**src/rtl/sdpram_stream_reader.sv**
```systemverilog
// sdpram_stream_reader
// Read-side master for the single-clock simple dual-port RAM. Issues
// sequential reads from a base address for a given word count and presents
// the returned words as a valid/ready stream. A credit-controlled skid
// buffer of LAT+1 entries hides the RAM read latency (LAT = 1, or 2 when
// OUTPUT_REG = "TRUE") so one word per cycle is sustained under READY_I=1.
//
// Optional feature: define SDPRAM_STREAM_READER_ABORT_EN to add ABORT_I,
// which cancels a running transfer, flushes buffered and in-flight data and
// returns to idle without a DONE_O pulse.

module sdpram_stream_reader #(
   parameter int    DATA_WIDTH = 8,
   parameter int    ADDR_WIDTH = 9,
   parameter string OUTPUT_REG = "FALSE"
) (
   input  logic                  CLK_I,
   input  logic                  RST_I,
   input  logic                  START_I,
   input  logic [ADDR_WIDTH-1:0] BASE_ADDR_I,
   input  logic [ADDR_WIDTH:0]   LENGTH_I,
   output logic                  BUSY_O,
   output logic                  DONE_O,
   output logic [ADDR_WIDTH-1:0] RADDR_O,
   output logic                  RENABLE_O,
   input  logic [DATA_WIDTH-1:0] RDATA_I,
   output logic [DATA_WIDTH-1:0] DATA_O,
   output logic                  VALID_O,
   input  logic                  READY_I,
   output logic                  LAST_O
`ifdef SDPRAM_STREAM_READER_ABORT_EN
   ,
   input  logic                  ABORT_I
`endif
);

   // Read latency of the RAM and the buffer depth needed to cover it.
   localparam int LAT   = (OUTPUT_REG == "TRUE") ? 2 : 1;
   localparam int DEPTH = LAT + 1;
   // Storage is sized to the pointer range; only DEPTH entries are used.
   localparam int PW    = 2;
   localparam int BUF_N = 4;
   // Occupancy counters hold 0..DEPTH (at most 3).
   localparam int CW    = 3;

   localparam logic [ADDR_WIDTH-1:0] ONE_ADDR = {{(ADDR_WIDTH-1){1'b0}}, 1'b1};
   localparam logic [ADDR_WIDTH:0]   ONE_LEN  = {{ADDR_WIDTH{1'b0}}, 1'b1};

   typedef enum logic [1:0] {
      ST_IDLE = 2'd0,
      ST_RUN  = 2'd1,
      ST_FIN  = 2'd2
   } state_t;

   state_t                  state_q, state_d;
   logic [ADDR_WIDTH-1:0]   addr_q, addr_d;
   logic [ADDR_WIDTH:0]     len_q, len_d;
   logic [ADDR_WIDTH:0]     issued_q, issued_d;
   logic [ADDR_WIDTH:0]     accepted_q, accepted_d;
   logic [LAT-1:0]          vpipe_q, vpipe_d;
   logic [DATA_WIDTH-1:0]   buf_q [BUF_N];
   logic [DATA_WIDTH-1:0]   buf_d [BUF_N];
   logic [PW-1:0]           wptr_q, wptr_d;
   logic [PW-1:0]           rptr_q, rptr_d;
   logic [CW-1:0]           count_q, count_d;
   logic                    busy_q, busy_d;
   logic                    done_q, done_d;

   logic                    abort_s;
   logic                    ren_s;
   logic                    flush_s;
   logic                    valid_s;
   logic                    last_s;
   logic                    pop_s;
   logic                    push_s;
   logic [CW-1:0]           inflight_s;
   logic [CW-1:0]           occ_s;
   logic [LAT-1:0]          vshift_s;

`ifdef SDPRAM_STREAM_READER_ABORT_EN
   assign abort_s = ABORT_I;
`else
   assign abort_s = 1'b0;
`endif

   // Circular pointer advance over the DEPTH used buffer entries.
   function automatic logic [PW-1:0] ptr_inc(input logic [PW-1:0] p);
      if (p == PW'(DEPTH - 1)) begin
         return {PW{1'b0}};
      end else begin
         return p + {{(PW-1){1'b0}}, 1'b1};
      end
   endfunction

   // Next-state, read issue with credit check, capture pipeline and FIFO update.
   always_comb begin
      state_d    = state_q;
      addr_d     = addr_q;
      len_d      = len_q;
      issued_d   = issued_q;
      accepted_d = accepted_q;
      ren_s      = 1'b0;
      flush_s    = 1'b0;

      inflight_s = {CW{1'b0}};
      for (int i = 0; i < LAT; i++) begin
         inflight_s = inflight_s + CW'(vpipe_q[i]);
      end

      valid_s = (count_q != {CW{1'b0}});
      last_s  = valid_s && ((accepted_q + ONE_LEN) == len_q);
      pop_s   = valid_s && READY_I;
      // Outstanding words after this edge if nothing new were issued.
      occ_s   = inflight_s + count_q - CW'(pop_s);

      case (state_q)
         ST_IDLE: begin
            if (START_I) begin
               addr_d     = BASE_ADDR_I;
               len_d      = LENGTH_I;
               issued_d   = {(ADDR_WIDTH+1){1'b0}};
               accepted_d = {(ADDR_WIDTH+1){1'b0}};
               if (LENGTH_I == {(ADDR_WIDTH+1){1'b0}}) begin
                  state_d = ST_FIN;
               end else begin
                  state_d = ST_RUN;
               end
            end else begin
               state_d = ST_IDLE;
            end
         end
         ST_RUN: begin
            if (abort_s) begin
               flush_s = 1'b1;
               state_d = ST_IDLE;
            end else begin
               ren_s      = (issued_q < len_q) && (occ_s < CW'(DEPTH));
               addr_d     = ren_s ? (addr_q + ONE_ADDR) : addr_q;
               issued_d   = ren_s ? (issued_q + ONE_LEN) : issued_q;
               accepted_d = pop_s ? (accepted_q + ONE_LEN) : accepted_q;
               if (pop_s && last_s) begin
                  state_d = ST_FIN;
               end else begin
                  state_d = ST_RUN;
               end
            end
         end
         ST_FIN: begin
            state_d = ST_IDLE;
         end
         default: begin
            state_d = ST_IDLE;
         end
      endcase

      // Valid-shift pipeline: bit LAT-1 marks data arriving on RDATA_I now.
      vshift_s    = vpipe_q;
      vshift_s[0] = ren_s;
      for (int i = 1; i < LAT; i++) begin
         vshift_s[i] = vpipe_q[i-1];
      end
      vpipe_d = flush_s ? {LAT{1'b0}} : vshift_s;
      push_s  = vpipe_q[LAT-1] && !flush_s;

      buf_d = buf_q;
      if (push_s) begin
         buf_d[wptr_q] = RDATA_I;
      end else begin
         buf_d[wptr_q] = buf_q[wptr_q];
      end

      if (flush_s) begin
         wptr_d  = {PW{1'b0}};
         rptr_d  = {PW{1'b0}};
         count_d = {CW{1'b0}};
      end else begin
         wptr_d  = push_s ? ptr_inc(wptr_q) : wptr_q;
         rptr_d  = pop_s ? ptr_inc(rptr_q) : rptr_q;
         count_d = count_q + CW'(push_s) - CW'(pop_s);
      end

      busy_d = (state_d == ST_RUN);
      done_d = (state_d == ST_FIN);
   end

   // State, counters, capture pipeline and buffer registers with synchronous reset.
   always_ff @(posedge CLK_I) begin
      if (RST_I) begin
         state_q    <= ST_IDLE;
         addr_q     <= {ADDR_WIDTH{1'b0}};
         len_q      <= {(ADDR_WIDTH+1){1'b0}};
         issued_q   <= {(ADDR_WIDTH+1){1'b0}};
         accepted_q <= {(ADDR_WIDTH+1){1'b0}};
         vpipe_q    <= {LAT{1'b0}};
         for (int i = 0; i < BUF_N; i++) begin
            buf_q[i] <= {DATA_WIDTH{1'b0}};
         end
         wptr_q     <= {PW{1'b0}};
         rptr_q     <= {PW{1'b0}};
         count_q    <= {CW{1'b0}};
         busy_q     <= 1'b0;
         done_q     <= 1'b0;
      end else begin
         state_q    <= state_d;
         addr_q     <= addr_d;
         len_q      <= len_d;
         issued_q   <= issued_d;
         accepted_q <= accepted_d;
         vpipe_q    <= vpipe_d;
         buf_q      <= buf_d;
         wptr_q     <= wptr_d;
         rptr_q     <= rptr_d;
         count_q    <= count_d;
         busy_q     <= busy_d;
         done_q     <= done_d;
      end
   end

   assign BUSY_O    = busy_q;
   assign DONE_O    = done_q;
   assign RADDR_O   = addr_q;
   assign RENABLE_O = ren_s;
   assign DATA_O    = buf_q[rptr_q];
   assign VALID_O   = valid_s;
   assign LAST_O    = last_s;

endmodule
```
**config.mk**
```make
export PLATFORM = sky130hd
export DESIGN_NAME = sdpram_stream_reader
export DESIGN_NICKNAME = d
export VERILOG_FILES = /design/src/rtl/sdpram_stream_reader.sv
export SDC_FILE = /design/constraint.sdc
export NUM_CORES = 1
export LEC_CHECK = 0
export ABC_AREA = 1
export ABC_CLOCK_PERIOD_IN_PS = 3500
export CAP_MARGIN = 5
export CELL_PAD_IN_SITES_DETAIL_PLACEMENT = 1
export CELL_PAD_IN_SITES_GLOBAL_PLACEMENT = 1
export CORE_UTILIZATION = 36
export DETAILED_ROUTE_END_ITERATION = 8
export PLACE_DENSITY_LB_ADDON = 0.1
export SLEW_MARGIN = 5
export SYNTH_ARGS = -nofsm -noshare
export SYNTH_HDL_FRONTEND = slang
export SYNTH_SLANG_ARGS = --single-unit
```
**constraint.sdc**
```tcl
create_clock -name CLK_I -period 3.5 [get_ports CLK_I]
set_input_delay 1.05 -clock CLK_I [delete_from_list [all_inputs] [get_ports CLK_I]]
set_output_delay 1.05 -clock CLK_I [all_outputs]
set_load 0.05 [all_outputs]
```
; Yosys cells after proc, flatten, opt, wreduce, memory -nomap -nowiden
; Cells that the tools add are included.
[totals]
regBits = 83
in_bits = 31
output_inout_bits = 22
wordCells = 76
[op_classes]
n_addsub = 7
order_cmp = 5
eq_ne = 9
n_mux = 26
bitwise_logic = 2
reduce_logical = 12
[op_table]
columns = op, count
row1 = $bwmux 32, 2
row2 = $mux 8, 5
row3 = $pmux 10 s2, 2
row4 = $bmux 8 s2, 2
row5 = $mux 32, 1
row6 = $mux 10, 3
row7 = $add 10x1->10 const B, 2
row8 = $mux 9, 2
row9 = $pmux 9 s2, 1
row10 = $demux 8 s2, 1
row11 = $eq 10x10->1, 1
row12 = $logic_not 10->1, 1
row13 = $lt 10x10->1, 1
row14 = $mux 2, 5
row15 = $add 9x1->9 const B, 1
row16 = $eq 2x1->1 const B, 4
row17 = $ge 3x3->1 const B, 2
row18 = $ne 2x2->1 const B, 3
row19 = $not 2->3, 2
row20 = $reduce_and 3->1, 2
row21 = $logic_and 1x1->1, 5
row22 = $add 2x1->2 const B, 2
row23 = $pmux 2 s2, 1
row24 = $add 3x1->3, 1
row25 = other kinds (9), 9

; Logic depth before layout (Yosys ltp)
; Gate-level depths: netlist (run 1).
[depth]
ltp_word = 7
mapped_depth = 16
ltp_nobuf = 15

; Least setup slack after synthesis (run 1)
; Ideal clock, no wire load.
[synth_path]
kind = input to output
startpoint = in READY_I
endpoint = out RENABLE_O
t_arrival_ns = 2.821
setup_slack_ns = -0.371
stages = 10
n_path_buf = 0
path_cell_list = nand2_1 inv_1 ha_1 inv_1 ha_1 fa_1 xor2_1 nor2_1 nand4_2 inv_1
[synth_via]
elab_chain_cells = 5
[synth_rtl]
columns = element, line_no
row1 = "start, declared", 29  ; input logic READY_I,
row2 = $logic_and 1x1->1, 112  ; pop_s = valid_s && READY_I;
row3 = net pop_s, 74  ; logic pop_s;
row4 = $sub 3x1->3, -
row5 = $lt 3x2->1, 137  ; ren_s = (issued_q < len_q) && (occ_s < CW'(DEPTH));
row6 = $logic_and 1x1->1, 137
row7 = $mux 1, 116  ; case (state_q)
row8 = "end, declared", 25  ; output logic RENABLE_O,
; The timed path passes the listed nets, and every way through them passes these cells.

; Final worst setup path (run 1)
; Same ends and word-level chain as after synthesis.

==> summary.txt, run 1 <==
Status
  • Status: finished with violations
  • Failing checks: setup timing

Timing
  • Fraction of the cycle the final worst path needs: 108%
  • Worst-Margin Slew: 0.812 ns
  • Final Hold Fails: 0
  • Final Skew: 0.00539 ns
  • Hold WS: 0.484 ns
  • Final Max Slew Viols: 0
  • Fmax: 0.265 GHz
  • Fin worst setup slack: -0.277 ns
  • Relative slew slack: 45.7%
  • Setup violations, final: 1
  • Minimum clock period: 3.78 ns
  • RSZ-0062 raised after global routing: yes
  • Setup TNS Final: -0.277 ns

Clock tree
  • TritonCTS clock tree: built
  • Clk slew on worst S/H paths: 0.06 ns
  • Max clock buf depth: 2
  • Htree depth: 3
  • Clock Tree Root: clkbuf_16
  • # hold bufs at CTS: 0
  • Clock sinks: 83
  • Skew-Pair Late Insertion Delay: 0.34 ns
  • CTS Buf Count: 9

Placed design
  • DP Cell Count: 893
  • Number of port buffers: 52
  • Post-detailed-placement half-perimeter wirelength: 9.33 mm
  • Placer Congestion: 0.782

Pwr
  • Clock power frac: 28.8%
  • VDD IR max: 253 uV
  • Overall power: 3.60 mW
  • Sequential power share: 31.8%
  • Net Sw Frac: 37.3%
  • P_int: 2.26 mW
  • Lkg Pwr: 2.49 nW
  • Logic pwr share: 39.4%
  • Net switching power: 1.34 mW
  • PD cells: 626 mW/mm2

Yosys
  • Gate Count Post-Synth: 689
  • Synthesized Nets: 735
  • Synthesis Warnings: 0
  • Top FF cell, synth: dfxtp_1
  • Synth async-reset ratio: 0%
  • Cell variety after synth: 37
  • Seq/Total Area, Yosys: 35.8%
  • Top-area cell type share of the netlist area: 35.8%
  • Post-synth EDFFs: 0
  • Ranking of synthesized cells by area: dfxtp_1, a21oi_1, nand2_1, inv_1, o21ai_0
  • Leading area contributor after synthesis: dfxtp_1
  • Register bit total from synthesis: 83
  • Synth Cell Area: 0.00464 mm2
  • Synthesized area per cell: 6.74 um2

Critical path
  • Setup crit end kind: output port
  • Worst-path fanout max: 2
  • CP required: 2.45 ns
  • Setup CP Type: in2out
  • Critical path data arrival time: 2.73 ns
  • Startpoint Class: input pin

Floorplan
  • Chip Width: 116 um
  • Die area: 0.0134 mm2
  • CORE AREA: 0.0126 mm2
  • Row count: 41
  • Die Y: 116 um
  • Initial Util: 36.8%
  • # IOs: 53

GRT
  • Met3 usage: 3.03%
  • Global route overflow: 0
  • Initial antenna violation count: 0
  • Via count of the first global-routing pass: 4506
  • Grt met1 use: 24.1%
  • Met2 Use GR: 39.5%
  • Gr busiest metal: met2
  • Largest net degree at the start of global routing: 60
  • GRT Util Overall: 21.1%
  • First-pass GRT wire length: 21.7 mm

Layout
  • Commonest non-fill, non-tap cells in the layout: nand2_1, inv_1, a21oi_1
  • Layout cells sized above 1: 11.1%
  • Nets@finish: 785
  • Most common cell after layout, fill and taps aside: nand2_1
  • Layout Cells excl Fill: 914
  • Antenna cells: 0
  • Final core occ: 45.6%
  • Area grow syn2layout: 24.0%

Route
  • DRT antenna net count: 0
  • Via Count: 4526
  • Average wire per cell in the routed design: 14.6 um
  • First-pass DRT Iterations: 4
  • Total wire length: 13.4 mm
  • Starting DRC count in detailed routing: 149
  • Drt drc: 0
  • Vias/cell: 4.95

Job
  • Max-Cap Viols: 0

Hold path
  • Hold crit path type: reg2reg
final cells by class:
type / instances / area (um2)
fill: 1635 / 6860
multi-input combinational: 460 / 2460
sequential: 83 / 1660
timing repair buffer: 69 / 657
inverter: 116 / 442
clock buffer: 12 / 256
tap: 172 / 215
clock inverter: 2 / 60.1
power groups by stage:
stage | Sequential [mW] | Combinational [mW] | Clock [mW]
after floorplan | 1.23 | 0.796 | 0
after global placement | 1.16 | 1.26 | 0
after detailed placement | 1.16 | 1.29 | 0
after CTS | 1.15 | 1.38 | 1.07
after global routing | 1.16 | 1.56 | 1.11
final | 1.14 | 1.42 | 1.04
sequential cells by signal, summed over array words and instances, names as in the netlist:
register and cells:
issued_q 10, vpipe_q 1, DONE_O 1, rptr_q 2, count_q 3, accepted_q 10
RADDR_O 9, state_q 2, buf_q 32, BUSY_O 1, wptr_q 2, len_q 10
final timing paths:
kind	startpoint	end	slack, ns	cells past startpoint
setup / recovery	READY_I	RENABLE_O	-0.28	12
hold / removal	accepted_q[9]	accepted_q[9]	0.48	2
setup reg to reg	count_q[1]	issued_q[3]	0.75	16
hold reg to reg	accepted_q[9]	accepted_q[9]	0.48	2
kinds of logic after synthesis:
group,share of synthesized area [%]
simple gates,23.2
compound gates,22.3
buf+inv,12.2
flops,35.8
fa+ha+maj,4.20
xor+xnor,2.26
cell usage after synthesis (5+ instances only):
master and instances:
a21oi_1 99, o22ai_1 8, nor2_1 56, xnor2_1 5, clkbuf_1 19, nor2_2 5
o21ai_1 8, nand3_1 24, o21ai_0 68, inv_1 111, ha_1 14, o32a_1 8
xor2_1 7, dfxtp_1 83, nand2_2 8, buf_2 7, nand2_1 120
routing by layer:
layer | wire length (um) | part of all wire (%)
met1 | 6000 | 45
met2 | 6800 | 51
met3 | 295 | 2.2
met4 | 263 | 2.0
met5 | 0 | 0
critical path, stage by stage:
cell and delay [ns]:
buf_6 0.09, nand2_4 0.06, inv_4 0.04, ha_4 0.25
inv_2 0.03, ha_4 0.14, fa_2 0.35, xor2_2 0.19
nor2_2 0.12, nand4_2 0.14, clkinvlp_4 0.13, buf_12 0.13
stage by stage:
stage	setup WS, ns	instance area, um2
4_1_cts	-0.318	5730
3_3_place_gp	-0.637	5340
6_report	-0.277	5760
5_1_grt	-0.369	5760
3_5_place_dp	-0.726	5340
2_1_floorplan	-0.233	4660
timing repair:
action	in CTS	in global routing
endpoints found under the setup margin	1	1
gates resized for setup	11	2
pin swaps	4	2
setup buffers	5	2
Power figures use the tool's default switching activity.
==> run 2, diff against run 1 <==
- CORE_MARGIN: unset -> 10
==> run 2 against run 1 <==
Compared with the run above: combinational power is essentially flat; largest cell class unchanged; global-route usage shrank 5.3 points; highest routed layer unchanged; the run still ends with setup timing left; critical path type unchanged; flip-flop and latch count is the same; register-to-register slack lost 0.17 ns; clock skew shrank 0.0011 ns; non-clock buffer count is the same.
==> summary.txt, run 2 (synthesis results as in run 1) <==
Clock tree
  • Htree depth: 3
  • TritonCTS clock tree: built
  • Skew-Pair Late Insertion Delay: 0.35 ns
  • CTS Buf Count: 9
  • Clk slew on worst S/H paths: 0.06 ns
  • Max clock buf depth: 2
  • Clock Tree Root: clkbuf_16
  • # hold bufs at CTS: 0
  • Clock sinks: 83

Critical path
  • Startpoint Class: input pin
  • CP required: 2.45 ns
  • Critical path data arrival time: 2.69 ns
  • Worst-path fanout max: 2
  • Setup CP Type: in2out
  • Setup crit end kind: output port

Layout
  • Final core occ: 45.5%
  • Commonest non-fill, non-tap cells in the layout: nand2_1, inv_1, a21oi_1
  • Seq. cell area: 0.00166 mm2
  • Fill count: 1661
  • Multi-input gate area: 0.00246 mm2
  • Biggest register: buf_q
  • Max FFs per register: 32
  • Antenna cells: 0
  • Most common cell after layout, fill and taps aside: nand2_1
  • Area grow syn2layout: 23.7%
  • Nets@finish: 785
  • Layout cells sized above 1: 11.4%

Placed design
  • Post-detailed-placement half-perimeter wirelength: 9.96 mm
  • Number of port buffers: 52
  • Placer Congestion: 0.769

Timing
  • Minimum clock period: 3.74 ns
  • Fmax: 0.268 GHz
  • RSZ-0062 raised after global routing: yes
  • Final Hold Fails: 0
  • Setup TNS Final: -0.238 ns
  • Fin worst setup slack: -0.238 ns
  • Setup violations, final: 1
  • Final Max Slew Viols: 0
  • Fraction of the cycle the final worst path needs: 107%
  • Relative slew slack: 44.9%
  • Worst-Margin Slew: 0.825 ns
  • Final Skew: 0.00426 ns

Route
  • Vias/cell: 5.00
  • DRT antenna net count: 0
  • Drt drc: 0
  • First-pass DRT Iterations: 4
  • Starting DRC count in detailed routing: 198
  • Total wire length: 13.9 mm
  • Average wire per cell in the routed design: 15.1 um
  • Via Count: 4577

GRT
  • GRT Util Overall: 15.8%
  • Initial antenna violation count: 0
  • First-pass GRT wire length: 23.1 mm
  • Largest net degree at the start of global routing: 60
  • Via count of the first global-routing pass: 4730
  • Global route overflow: 0

Floorplan
  • Die area: 0.0178 mm2
  • Initial Util: 36.8%
  • CORE AREA: 0.0126 mm2
  • Die Y: 134 um
  • Chip Width: 134 um
  • Row count: 41
  • # IOs: 53

Pwr
  • Overall power: 3.54 mW
  • PD cells: 617 mW/mm2
  • VDD IR max: 264 uV
  • Lkg Pwr: 2.48 nW

Status
  • Status: finished with violations
  • Failing checks: setup timing

Hold path
  • Hold crit path type: reg2reg

Job
  • Max-Cap Viols: 0
run 2: report_power, final:
group | leakage [nW] | switching (mW) | total (mW) | internal [mW]
Clock | 0.145 | 0.408 | 0.980 | 0.572
Sequential | 0.676 | 0.0792 | 1.14 | 1.06
Combinational | 1.66 | 0.890 | 1.42 | 0.531
Total | 2.48 | 1.38 | 3.54 | 2.17
run 2: worst paths after layout:
kind	startpoint	to	slack (ns)	cells past startpoint
setup / recovery	READY_I	RENABLE_O	-0.24	12
hold / removal	accepted_q[9]	accepted_q[9]	0.48	2
hold reg to reg	accepted_q[9]	accepted_q[9]	0.48	2
setup reg to reg	count_q[1]	issued_q[6]	0.58	18
run 2: worst max-delay path: stages:
cell        delay [ns]
buf_6             0.09
nand2_4           0.06
inv_4             0.04
ha_4              0.25
inv_2             0.04
ha_4              0.15
fa_2              0.35
xor2_2            0.17
nor2_2            0.11
nand4_2           0.12
clkinvlp_4        0.13
buf_12            0.13
run 2: layout make-up:
cell class | instances | share of cell area (%)
timing repair buffer | 69 | 11.4
inverter | 116 | 7.69
tap | 172 | 3.75
clock inverter | 6 | 1.11
clock buffer | 10 | 4.16
sequential | 83 | 28.9
multi-input combinational | 460 | 42.9
run 2: timing repair:
| action | CTS | global route |
|---|---|---|
| endpoints found under the setup margin | 1 | 1 |
| pin swaps | 5 | 2 |
| setup buffers | 4 | 3 |
| resized for setup | 12 | 1 |
run 2: metrics by stage:
step / std cells / hold slack, ns / instance area [um2] / worst slack (ns)
2_1_floorplan: 689 / 0.447 / 4660 / -0.233
3_3_place_gp: 893 / 0.458 / 5340 / -0.642
3_5_place_dp: 893 / 0.471 / 5340 / -0.722
4_1_cts: 913 / 0.480 / 5720 / -0.277
5_1_grt: 916 / 0.509 / 5740 / -0.325
6_report: 916 / 0.480 / 5740 / -0.238
run 2: layer usage:
layer	vias to the layer above	wire length (um)	track usage (%)
met2	55	7320	29.5
met4	0	182	4.11
li1	2335	-	-
met1	2176	5920	17.0
met3	11	435	4.32
met5	-	0	0
